`src/rtl/cart_loader.sv`:
```
// Streams an hps_io cartridge download into SDRAM over a toggle write handshake and
// derives the cartridge size mask, copier-header flag and Game Gear flag for reads.
module cart_loader #(
  parameter int         ADDR_W   = 22,
  parameter logic [4:0] GG_INDEX = 5'd2
) (
  input  logic              clk_sys,
  input  logic              reset,
  input  logic              ioctl_download,
  input  logic [7:0]        ioctl_index,
  input  logic              ioctl_wr,
  input  logic [7:0]        ioctl_dout,
  output logic              ioctl_wait,
  output logic              rom_wr,
  input  logic              rom_wr_ack,
  output logic [23:0]       rom_waddr,
  output logic [7:0]        rom_wdata,
  input  logic [ADDR_W-1:0] cart_raddr,
  output logic [ADDR_W-1:0] rom_raddr,
  output logic [ADDR_W-1:0] cart_mask,
  output logic              hdr,
  output logic              gg,
  output logic              loaded
);

  typedef enum logic [1:0] {IDLE, STREAM, BUSY, FINISH} state_t;

  localparam logic [ADDR_W-1:0] HDR_OFS = ADDR_W'(512);

  state_t            state, state_nxt;
  logic              dl_q;
  logic [24:0]       cnt;
  logic [24:0]       cnt_inc;
  logic [24:0]       cnt_off;
  logic [ADDR_W-1:0] acc0;
  logic [ADDR_W-1:0] acc512;
  logic              start, accept, acked, finish;
  logic              hdr_nxt;
  logic              unused_bits;

  assign cnt_inc = cnt + 25'd1;
  assign cnt_off = cnt - 25'd512;
  // A copier header leaves the byte count exactly 512 past a 1 KiB multiple.
  assign hdr_nxt = (cnt[9:0] == 10'd512) && (cnt > 25'd512);
  assign unused_bits = ^{ioctl_index[7:5], cnt_off[24:ADDR_W]};

  always_comb begin
    state_nxt = state;
    start     = 1'b0;
    accept    = 1'b0;
    acked     = 1'b0;
    finish    = 1'b0;
    case (state)
      IDLE: begin
        if (ioctl_download && !dl_q) begin
          start     = 1'b1;
          state_nxt = STREAM;
        end
      end
      STREAM: begin
        if (ioctl_wr) begin
          accept    = 1'b1;
          state_nxt = BUSY;
        end else if (!ioctl_download) begin
          state_nxt = FINISH;
        end
      end
      BUSY: begin
        if (rom_wr_ack == rom_wr) begin
          acked     = 1'b1;
          state_nxt = ioctl_download ? STREAM : FINISH;
        end
      end
      FINISH: begin
        finish    = 1'b1;
        state_nxt = IDLE;
      end
      default: state_nxt = IDLE;
    endcase
  end

  always_ff @(posedge clk_sys or posedge reset) begin
    if (reset) begin
      state      <= IDLE;
      dl_q       <= 1'b0;
      cnt        <= '0;
      acc0       <= '0;
      acc512     <= '0;
      ioctl_wait <= 1'b0;
      rom_wr     <= 1'b0;
      rom_waddr  <= '0;
      rom_wdata  <= '0;
      cart_mask  <= '0;
      hdr        <= 1'b0;
      gg         <= 1'b0;
      loaded     <= 1'b0;
    end else begin
      state <= state_nxt;
      dl_q  <= ioctl_download;
      if (start) begin
        cnt       <= '0;
        rom_waddr <= '0;
        acc0      <= '0;
        acc512    <= '0;
        loaded    <= 1'b0;
        gg        <= (ioctl_index[4:0] == GG_INDEX);
        // Adopt the SDRAM's ack level so the first toggle is a real request.
        rom_wr    <= rom_wr_ack;
      end
      if (accept) begin
        rom_wdata  <= ioctl_dout;
        rom_wr     <= ~rom_wr;
        ioctl_wait <= 1'b1;
        acc0       <= acc0 | cnt[ADDR_W-1:0];
        if (cnt >= 25'd512) begin
          acc512 <= acc512 | cnt_off[ADDR_W-1:0];
        end
      end
      if (acked) begin
        ioctl_wait <= 1'b0;
        cnt        <= cnt_inc;
        rom_waddr  <= cnt_inc[23:0];
      end
      if (finish) begin
        hdr       <= hdr_nxt;
        cart_mask <= hdr_nxt ? acc512 : acc0;
        loaded    <= (cnt != 25'd0);
      end
    end
  end

  assign rom_raddr = (cart_raddr & cart_mask) + (hdr ? HDR_OFS : '0);

endmodule

```
`config.mk`:
```
export PLATFORM = sky130hd
export DESIGN_NAME = cart_loader
export DESIGN_NICKNAME = d
export VERILOG_FILES = /design/src/rtl/cart_loader.sv
export SDC_FILE = /design/constraint.sdc
export NUM_CORES = 1
export LEC_CHECK = 0
export ABC_AREA = 1
export CAP_MARGIN = 25
export CORE_MARGIN = 4
export CORE_UTILIZATION = 54
export DETAILED_ROUTE_END_ITERATION = 6
export GPL_ROUTABILITY_DRIVEN = 0
export MAX_ROUTING_LAYER = met4
export PLACE_DENSITY_LB_ADDON = 0.25
export RECOVER_POWER = 25
export SLEW_MARGIN = 10
export SYNTH_ARGS = -nofsm -noshare
export SYNTH_HDL_FRONTEND = slang
export SYNTH_SLANG_ARGS = --single-unit
```
`constraint.sdc`:
```
create_clock -name clk_sys -period 10.1 [get_ports clk_sys]
set_clock_uncertainty 0.15 [all_clocks]
set_input_delay 2.02 -clock clk_sys [delete_from_list [all_inputs] [get_ports clk_sys]]
set_output_delay 2.02 -clock clk_sys [all_outputs]
set_load 0.05 [all_outputs]
```
Word-level counts from Yosys, hierarchy flattened
Cells that the tools add are included.
{ "word_totals": {"in_bits": 43, "output_inout_bits": 81, "register_bits": 131, "elab_cells": 71} }
{ "op_classes": {"order_cmp": 2, "muxes": 30, "eq_ne": 9, "n_addsub": 3, "bitwise": 4, "n_reduce_logical": 10} }
{ "op_table": {"columns": ["cell", "count"], "rows": [
  ["two-way mux 22 bit", 6],
  ["two-way mux 25 bit", 2],
  ["two-way mux 24 bit", 2],
  ["bitwise OR 22 bit", 2],
  ["adder 25 x 1 -> 25 bit, second input constant", 1],
  [">= comparator 25 x 10 -> 1 bit, second input constant", 1],
  ["greater-than comparator 25 x 10 -> 1 bit, second input constant", 1],
  ["nonzero test 25 bit", 1],
  ["adder 22 x 10 -> 22 bit", 1],
  ["AND 22 bit", 1],
  ["subtractor 22 x 10 -> 22 bit, second input constant", 1],
  ["two-way mux 1 bit", 13],
  ["equality test 10 bit, second input constant", 1],
  ["two-way mux 10 bit", 1],
  ["two-way mux 2 bit", 5],
  ["one-hot mux 2 bit (4 select lines)", 1],
  ["nonzero test 2 bit", 4],
  ["equality test 5 x 2 -> 1 bit, second input constant", 1],
  ["equality test 2 bit, second input constant", 2],
  ["inequality test 2 bit, second input constant", 2],
  ["inequality test 3 bit, second input constant", 1],
  ["AND reduction 3 bit", 1],
  ["equality test 2 x 1 -> 1 bit, second input constant", 1],
  ["logical AND 1 bit", 2],
  ["other kinds (4)", 4]
]} }

Logic depth before layout (Yosys ltp)
Gate-level depths: netlist of run 1.
{ "logic_depth": {"depth_word": 7, "ltp_mapped": 11, "mapped_depth_nobuf": 10} }

Worst setup path before layout of run 1
No wires, ideal clock.
{ "synth_path": {"path_kind": "in2out", "startpoint": "in cart_raddr[9]", "endpoint": "out rom_raddr[18]", "path_slack_ps": 4361, "arrival_time_ps": 3569, "required_ps": 7930, "cell_stages": 8, "path_buffers": 0, "path_cell_list": "nand2_1 inv_1 ha_1 nand2_1 nor2_1 nand4_1 nor2_1 xor2_1"} }
{ "synth_between": {"elab_chain_len": 2} }
{ "synth_lines": {"columns": ["item", "line", "rtl"], "rows": [
  ["start: declaration", "18", "input logic [ADDR_W-1:0] cart_raddr,"],
  ["AND 22 bit", "132", "assign rom_raddr = (cart_raddr & cart_mask) + (hdr ? HDR_OFS : '0);"],
  ["adder 22 x 10 -> 22 bit", "132", null],
  ["end: declaration", "19", "output logic [ADDR_W-1:0] rom_raddr,"]
]} }
Every way passes these cells.

Worst setup path in the final report of run 1
{ "layout_path": {"startpoint": "in cart_raddr[9]", "endpoint": "out rom_raddr[21]"} }
The elaborated chain is that of the path after synthesis.

==> metrics.txt, run 1 <==
clock tree buffer depth 2; initial antenna violation count 0; mapped cell area 6307 sq um; share of cells above drive strength 1 8.389%; Finished Layout Cells 1049; startpoint types input pin; Die Area 13470 sq um; Worst EP required 7.93 ns; Adder-Cell Fraction of Synth Area roughly 1.2%; CTS root buffer clkbuf_16; chain of cells forming the critical path clkdlybuf4s50_1, nand2_1, inv_1, ha_1, ha_1, nand2_1, nor2_1, nand3_1, nor2_1, xnor2_1, clkdlybuf4s50_1; Design Area, Final 7586 sq um; global-route wire length before repair 27.05 mm; Ys Warns 0; htree depth 3; Buf+Inv Stages, Crit Path 3; # IOs between 100 and 150; cell count after placement about 1000; P&R area growth vs syn 20.27%; Max Clk Rate 150.7 MHz; fin crit period roughly 6.6 ns; Final Hold Viols 0; Syn Area/Cell 7.664 sq um; Power Density 210.1 nW/um^2; Setup Buffers After CTS 0; failing checks max-capacitance violations, max-slew violations; RSZ-0062 raised after global routing false; Synth Area in Compound Gates 5.574%; drt pass-1 iters 5; gr usage total 25.91%; Crit Path Class input pin to primary output; post-synthesis register bit count between 100 and 150; DR DRC count 0; tightest hold margin 0.3302 ns; CP peak stage delay a little over 0.8 ns; post-DP HPWL 11.56 mm; Synth Flop Type dfrtp_1; Die Y 116.1 microns; Remaining Overflow, GRT 0; routed vias 5847; dominant cells by area after synthesis dfrtp_1, nand2_1, inv_1; Post-Place Worst Slack 3.532 ns; largest net degree at the start of global routing 85; Comb pwr share 43.1%; area share of the largest cell type after synthesis a little over two fifths; sequential share of power between 30 and 40%; CTS clk-pin slew, worst paths 0.07 ns; Worst slew margin -25.73%; fin nets 950; Post-synth EDFFs 0; syn_nets 872; max-slew violation count 34; XOR/XNOR Fraction of Synth Area roughly 3%; most common cell in the netlist nand2_1; area leader, netlist dfrtp_1; Setup Viol. Count Final 0; initial core utilization 55.24%; clock sink count 107; sequential fraction of the synthesis area 42.45%; final worst-path setup slack 3.465 ns; Die Wd 116.1 microns; Port-buffer cells 120; largest family of logic cells by synthesized area simple AND/OR/NAND/NOR gates; cts hold-fix bufs 0; Ant. Diodes 0; Post-synth ARST share 100.0%; maxcap violations 1; Syn Inst Count just over 800; Rows 39; pin slew with the least headroom to its limit roughly 1.9 ns; Net Sw Power between 0.7 and 0.8 mW; vias in the first global route 5590; area of placed instances 7318 sq um; critical path capture point type primary output; mux share of post-synthesis cell area 0%; core area 11420 sq um; Detailed Route WL between 15 and 20 mm; later-pin clock latency in the skew report 0.35 ns; post_cts resized 0; Final Util 66.44%; crit path DAT 4.47 ns; Initial DRC Count 454; crit share post-route between 60 and 70%; Avg Vias per Cell around 5.6; setup tns final 0 ns; most frequent cells after synthesis nand2_1, dfrtp_1, inv_1; Net Sw Frac 44.22%; Max VDD drop 160.7 uV; delay-heaviest family, CP buffers and inverters; routed len/inst 15.76 microns; PnR Total Power approximately 1.6 mW; Synth Area in Simple Gates about 34%; status complete, but fails checks; Antenna Nets Post-Route 0; CP max stage cell clkdlybuf4s50_1; Hold WC Path Type flop to flop; CTS tree done; clock network fraction of design power 21.1%; internal power 0.8890 mW; Leak 3.720 nW; CTS buffer count 9; crit path max fanout 3; Netlist cell types 39
## kinds of logic after synthesis
group,after synthesis
AO/OA/AOI/OAI,61
XOR/XNOR,21
adder cells (fa/ha/maj),6
buffers and inverters,175
flip-flops,107
AND/OR/NAND/NOR,453
## state kept, by name, indices dropped and copies added, names as in the netlist
register and count:
acc0 22, acc512 22, cart_mask 22, cnt 2, dl_q 1, gg 1, hdr 1, ioctl_wait 1
loaded 1, rom_waddr 23, rom_wdata 8, rom_wr 1, state 2
## power groups by stage
stage          Sequential [mW]  Combinational (mW)  Clock, mW
3_3_place_gp             0.573               0.671          0
4_1_cts                  0.569               0.689      0.344
3_5_place_dp             0.577               0.686          0
2_1_floorplan            0.742               0.297          0
6_report                 0.570               0.687      0.337
5_1_grt                  0.580               0.733      0.363
## worst register-to-register path, cell delays in order (launching register included)
cell and delay (ns):
dfrtp_1 0.48, inv_1 0.31, ha_1 0.39, nand2_4 0.09, nor2_1 0.43, nand3_1 0.93, nand3_1 1.42, nand2_1 0.14
nand3_1 0.13, nand2_1 0.06
## worst paths after layout
path                       cells past startpoint            end     startpoint  slack (ns)
max                                           11  rom_raddr[21]  cart_raddr[9]        3.46
min                                            2     acc512[15]     acc512[15]        0.33
max reg2reg                                    9  cart_mask[20]   rom_waddr[9]        5.46
min reg2reg                                    2     acc512[15]     acc512[15]        0.33
max in group asynchronous                      3   rom_waddr[6]          reset        5.45
min in group asynchronous                      2   cart_mask[1]          reset        2.14
## cells in the final DEF (no fill, tap or decap), drive strengths merged, types with 4 or more instances in the layout
cell type / netlist / routed
nor3: 15 / 15
ha: 6 / 6
o21ai: 13 / 13
dfrtp: 107 / 107
a21oi: 18 / 18
nand2: 254 / 254
inv: 115 / 116
clkinvlp: 0 / 4
nand3: 87 / 87
buf: 49 / 4
nor2: 63 / 63
o22ai: 23 / 23
xor2: 17 / 17
xnor2: 4 / 4
clkbuf: 9 / 11
clkdlybuf4s50: 0 / 118
nand4: 31 / 31
## cell type report
class | count | area, sq um
multi-input combinational | 541 | 2735
tap | 143 | 178.9
fill | 949 | 3832
sequential | 107 | 2678
clock buffer | 10 | 239.0
timing repair buffer | 125 | 1262
clock inverter | 6 | 47.55
inverter | 117 | 445.4
## metal layers
metal	part of all wire [%]	vias to the layer above	global-route usage (%)	wire [microns]
met2	46	310	39.66	7674
met3	9.3	29	4.334	1540
met4	1.7	0	9.667	289
met1	43	2754	34.82	7031
li1	-	2754	-	-
met5	0	-	-	0
No activity file was read; power rests on OpenSTA's default activity.
==> run 2, diff against run 1 <==
--- a/config.mk
+++ b/config.mk
@@ -8,7 +8,7 @@
 export ABC_AREA = 1
 export CAP_MARGIN = 25
 export CORE_MARGIN = 4
-export CORE_UTILIZATION = 54
+export CORE_UTILIZATION = 47
 export DETAILED_ROUTE_END_ITERATION = 6
 export GPL_ROUTABILITY_DRIVEN = 0
 export MAX_ROUTING_LAYER = met4
==> constraint.sdc (replaced) <==
create_clock -name clk_sys -period 5.3 [get_ports clk_sys]
set_clock_uncertainty 0.15 [all_clocks]
set_input_delay 1.06 -clock clk_sys [delete_from_list [all_inputs] [get_ports clk_sys]]
set_output_delay 1.06 -clock clk_sys [all_outputs]
set_load 0.05 [all_outputs]
==> run 2 against run 1 <==
The flow still finishes with violations (max-capacitance violations, max-slew violations). Combinational power is 88% higher. Final cell count is 3.1% higher. Clock-buffer cell count is 2 higher. Die area is 14% higher. Largest power group unchanged. Core utilization is 8.6 points lower. Setup slack worse by 2.8 ns. Largest cell class unchanged. Critical path depth is 1 lower.
==> metrics.txt, run 2 (synthesized netlist as in run 1, its figures left out) <==
status complete, but fails checks; failing checks max-capacitance violations, max-slew violations; gr usage total 21.91% (-4.0 points); Power Density 395.6 nW/um^2 (+88%); largest net degree at the start of global routing 54 (-36%); Setup Buffers After CTS 0 (unchanged); Remaining Overflow, GRT 0 (unchanged); register area 2678 sq um (unchanged); crit path DAT 3.43 ns (-1.04 ns); Avg Vias per Cell 5.112 (-8.3%); clock tree buffer depth 2 (unchanged); CTS tree done; startpoint types input pin; pin slew with the least headroom to its limit 2.309 ns (+0.4233 ns); P&R area growth vs syn 20.91%; Initial DRC Count 303 (-33%); CTS buffer count 9 (unchanged); fin crit period 4.642 ns; Comb pwr share 42.8% (-0.3 points); post-DP HPWL 10.97 mm (-5.1%); met1 Use GR 30.58% (-4.2 points); RSZ-0062 raised after global routing false; routed vias 5531 (-5.4%); Final Hold Viols 0 (unchanged); Max VDD drop 246.0 uV (+53%); setup tns final 0 ns (unchanged); clock sink count 107 (unchanged); clock network fraction of design power 21.4% (+0.3 points); GR met3 Demand/Resource 3.224% (-1.1 points); Worst EP required 4.09 ns (-3.84 ns); Largest register FFs 23 (unchanged); Design Area, Final 7626 sq um (+0.53%); cts hold-fix bufs 0 (unchanged); Rows 42 (+7.7%); area of placed instances 7360 sq um (+0.56%); Multi-input gate area 2776 sq um (+1.5%); Die Area 15340 sq um (+14%); Port-buffer cells 120 (unchanged); Setup Viol. Count Final 0 (unchanged); routed len/inst 14.53 microns (-7.8%); crit path max fanout 4 (+1); number of fill cells in the layout 1223 (+29%); Die Y 123.8 microns (+6.7%); # IOs 124 (unchanged); fin nets 950 (unchanged); Hold WC Path Type flop to flop; Die Wd 123.8 microns (+6.7%); initial core utilization 47.82% (-7.4 points); met2 global-route usage 32.54% (-7.1 points); max-slew violation count 123 (+260%); CTS root buffer clkbuf_16; crit share post-route 87.59%; Top Usage Layer GRT met2; most frequent cells in the layout nand2_1, clkdlybuf4s50_1, dfrtp_1; Detailed Route WL 15.72 mm (-4.9%); Antenna Nets Post-Route 0 (unchanged); drt pass-1 iters 5 (unchanged); commonest non-fill, non-tap cell in the layout nand2_1; share of cells above drive strength 1 8.389% (unchanged); core area 13190 sq um (+16%); register name with the most flops rom_waddr; Net Sw Power 1.328 mW (+89%); sequential share of power 35.8% (about the same); Leak 3.716 nW (-0.11%); Net Sw Frac 44.03% (-0.19 points); Crit Path Class input pin to primary output; global-route wire length before repair 25.57 mm (-5.5%); later-pin clock latency in the skew report 0.36 ns (about the same); DR DRC count 0 (unchanged); HP Start acc512[5]; CTS clk-pin slew, worst paths 0.07 ns (about the same); Worst slew margin -54.80% (-29 points); critical path capture point type primary output; maxcap violations 4 (+3); htree depth 3 (unchanged); crit path launch cart_raddr[9]; R2R Path Start rom_waddr[9]; initial antenna violation count 0 (unchanged); Ant. Diodes 0 (unchanged); internal power 1.689 mW (+90%); post_cts resized 0 (unchanged); Max Clk Rate 215.4 MHz; vias in the first global route 5024 (-10%)
-- run 2: changes by cell type in the layout (fill, tap and decap cells not counted), sizes merged --
| cell | change |
|---|---|
| clkbuf | +4 |
| clkinvlp | -1 |
| clkinv | -1 |
| buf | -2 |
-- run 2: metal layers --
layer | routed length (microns) | vias up
met5 | 0 | -
met1 | 7103 | 2533
met4 | 318 | 0
met2 | 7141 | 199
li1 | - | 2776
met3 | 1158 | 23
-- run 2: critical path: stages --
cell	delay (ns)
clkdlybuf4s50_1	0.46
nand2_1	0.05
inv_1	0.05
ha_1	0.16
nand2_1	0.07
nor2_1	0.24
nand4_1	0.19
nor2_1	0.17
xor2_1	0.17
clkdlybuf4s50_1	0.82
-- run 2: area by class of cell --
| type | count | area share (%) |
|---|---|---|
| Multi-Input combinational cell | 541 | 36.41 |
| Clock inverter | 4 | 0.4266 |
| Tap cell | 176 | 2.888 |
| Clock buffer | 12 | 3.232 |
| Sequential cell | 107 | 35.11 |
| Timing Repair Buffer | 125 | 16.10 |
| Inverter | 117 | 5.841 |
-- run 2: stage by stage --
step / instances / hold WS (ns) / setup WS [ns] / power (mW) / utilization, %
after detailed placement: 1066 / 0.3147 / 0.6375 / 2.398 / 55.80
after floorplan: 823 / 0.2989 / 1.273 / 1.981 / -
after global routing: 1082 / 0.3501 / 0.4360 / 3.169 / 57.82
final: 1082 / 0.3299 / 0.6578 / 3.017 / 57.82
after CTS: 1082 / 0.3322 / 0.6230 / 3.047 / 57.91
after global placement: 1066 / 0.3114 / 0.6925 / 2.386 / 55.80
-- run 2: final timing paths --
path	to	slack (ns)	cells past startpoint
setup / recovery	rom_raddr[18]	0.66	10
hold / removal	acc512[5]	0.33	2
setup reg to reg	cart_mask[2]	2.65	9
hold reg to reg	acc512[5]	0.33	2
max in group asynchronous	rom_waddr[9]	1.17	3
min in group asynchronous	cart_mask[0]	1.62	2
-- run 2: power groups by stage --
| stage | logic, mW | clock network, mW | registers [mW] |
|---|---|---|---|
| global route | 1.38 | 0.686 | 1.10 |
| finish | 1.29 | 0.647 | 1.08 |
| floorplan | 0.567 | 0 | 1.41 |
| global placement | 1.29 | 0 | 1.09 |
| detailed placement | 1.30 | 0 | 1.10 |
| CTS | 1.31 | 0.658 | 1.08 |
==> run 3, diff against run 2 <==
--- a/config.mk
+++ b/config.mk
@@ -14,6 +14,7 @@
 export MAX_ROUTING_LAYER = met4
 export PLACE_DENSITY_LB_ADDON = 0.25
 export RECOVER_POWER = 25
+export SKIP_LAST_GASP = 1
 export SLEW_MARGIN = 10
 export SYNTH_ARGS = -nofsm -noshare
 export SYNTH_HDL_FRONTEND = slang
==> results of run 3 <==
No change in the layout: final DEF, timing and power equal those of run 2.
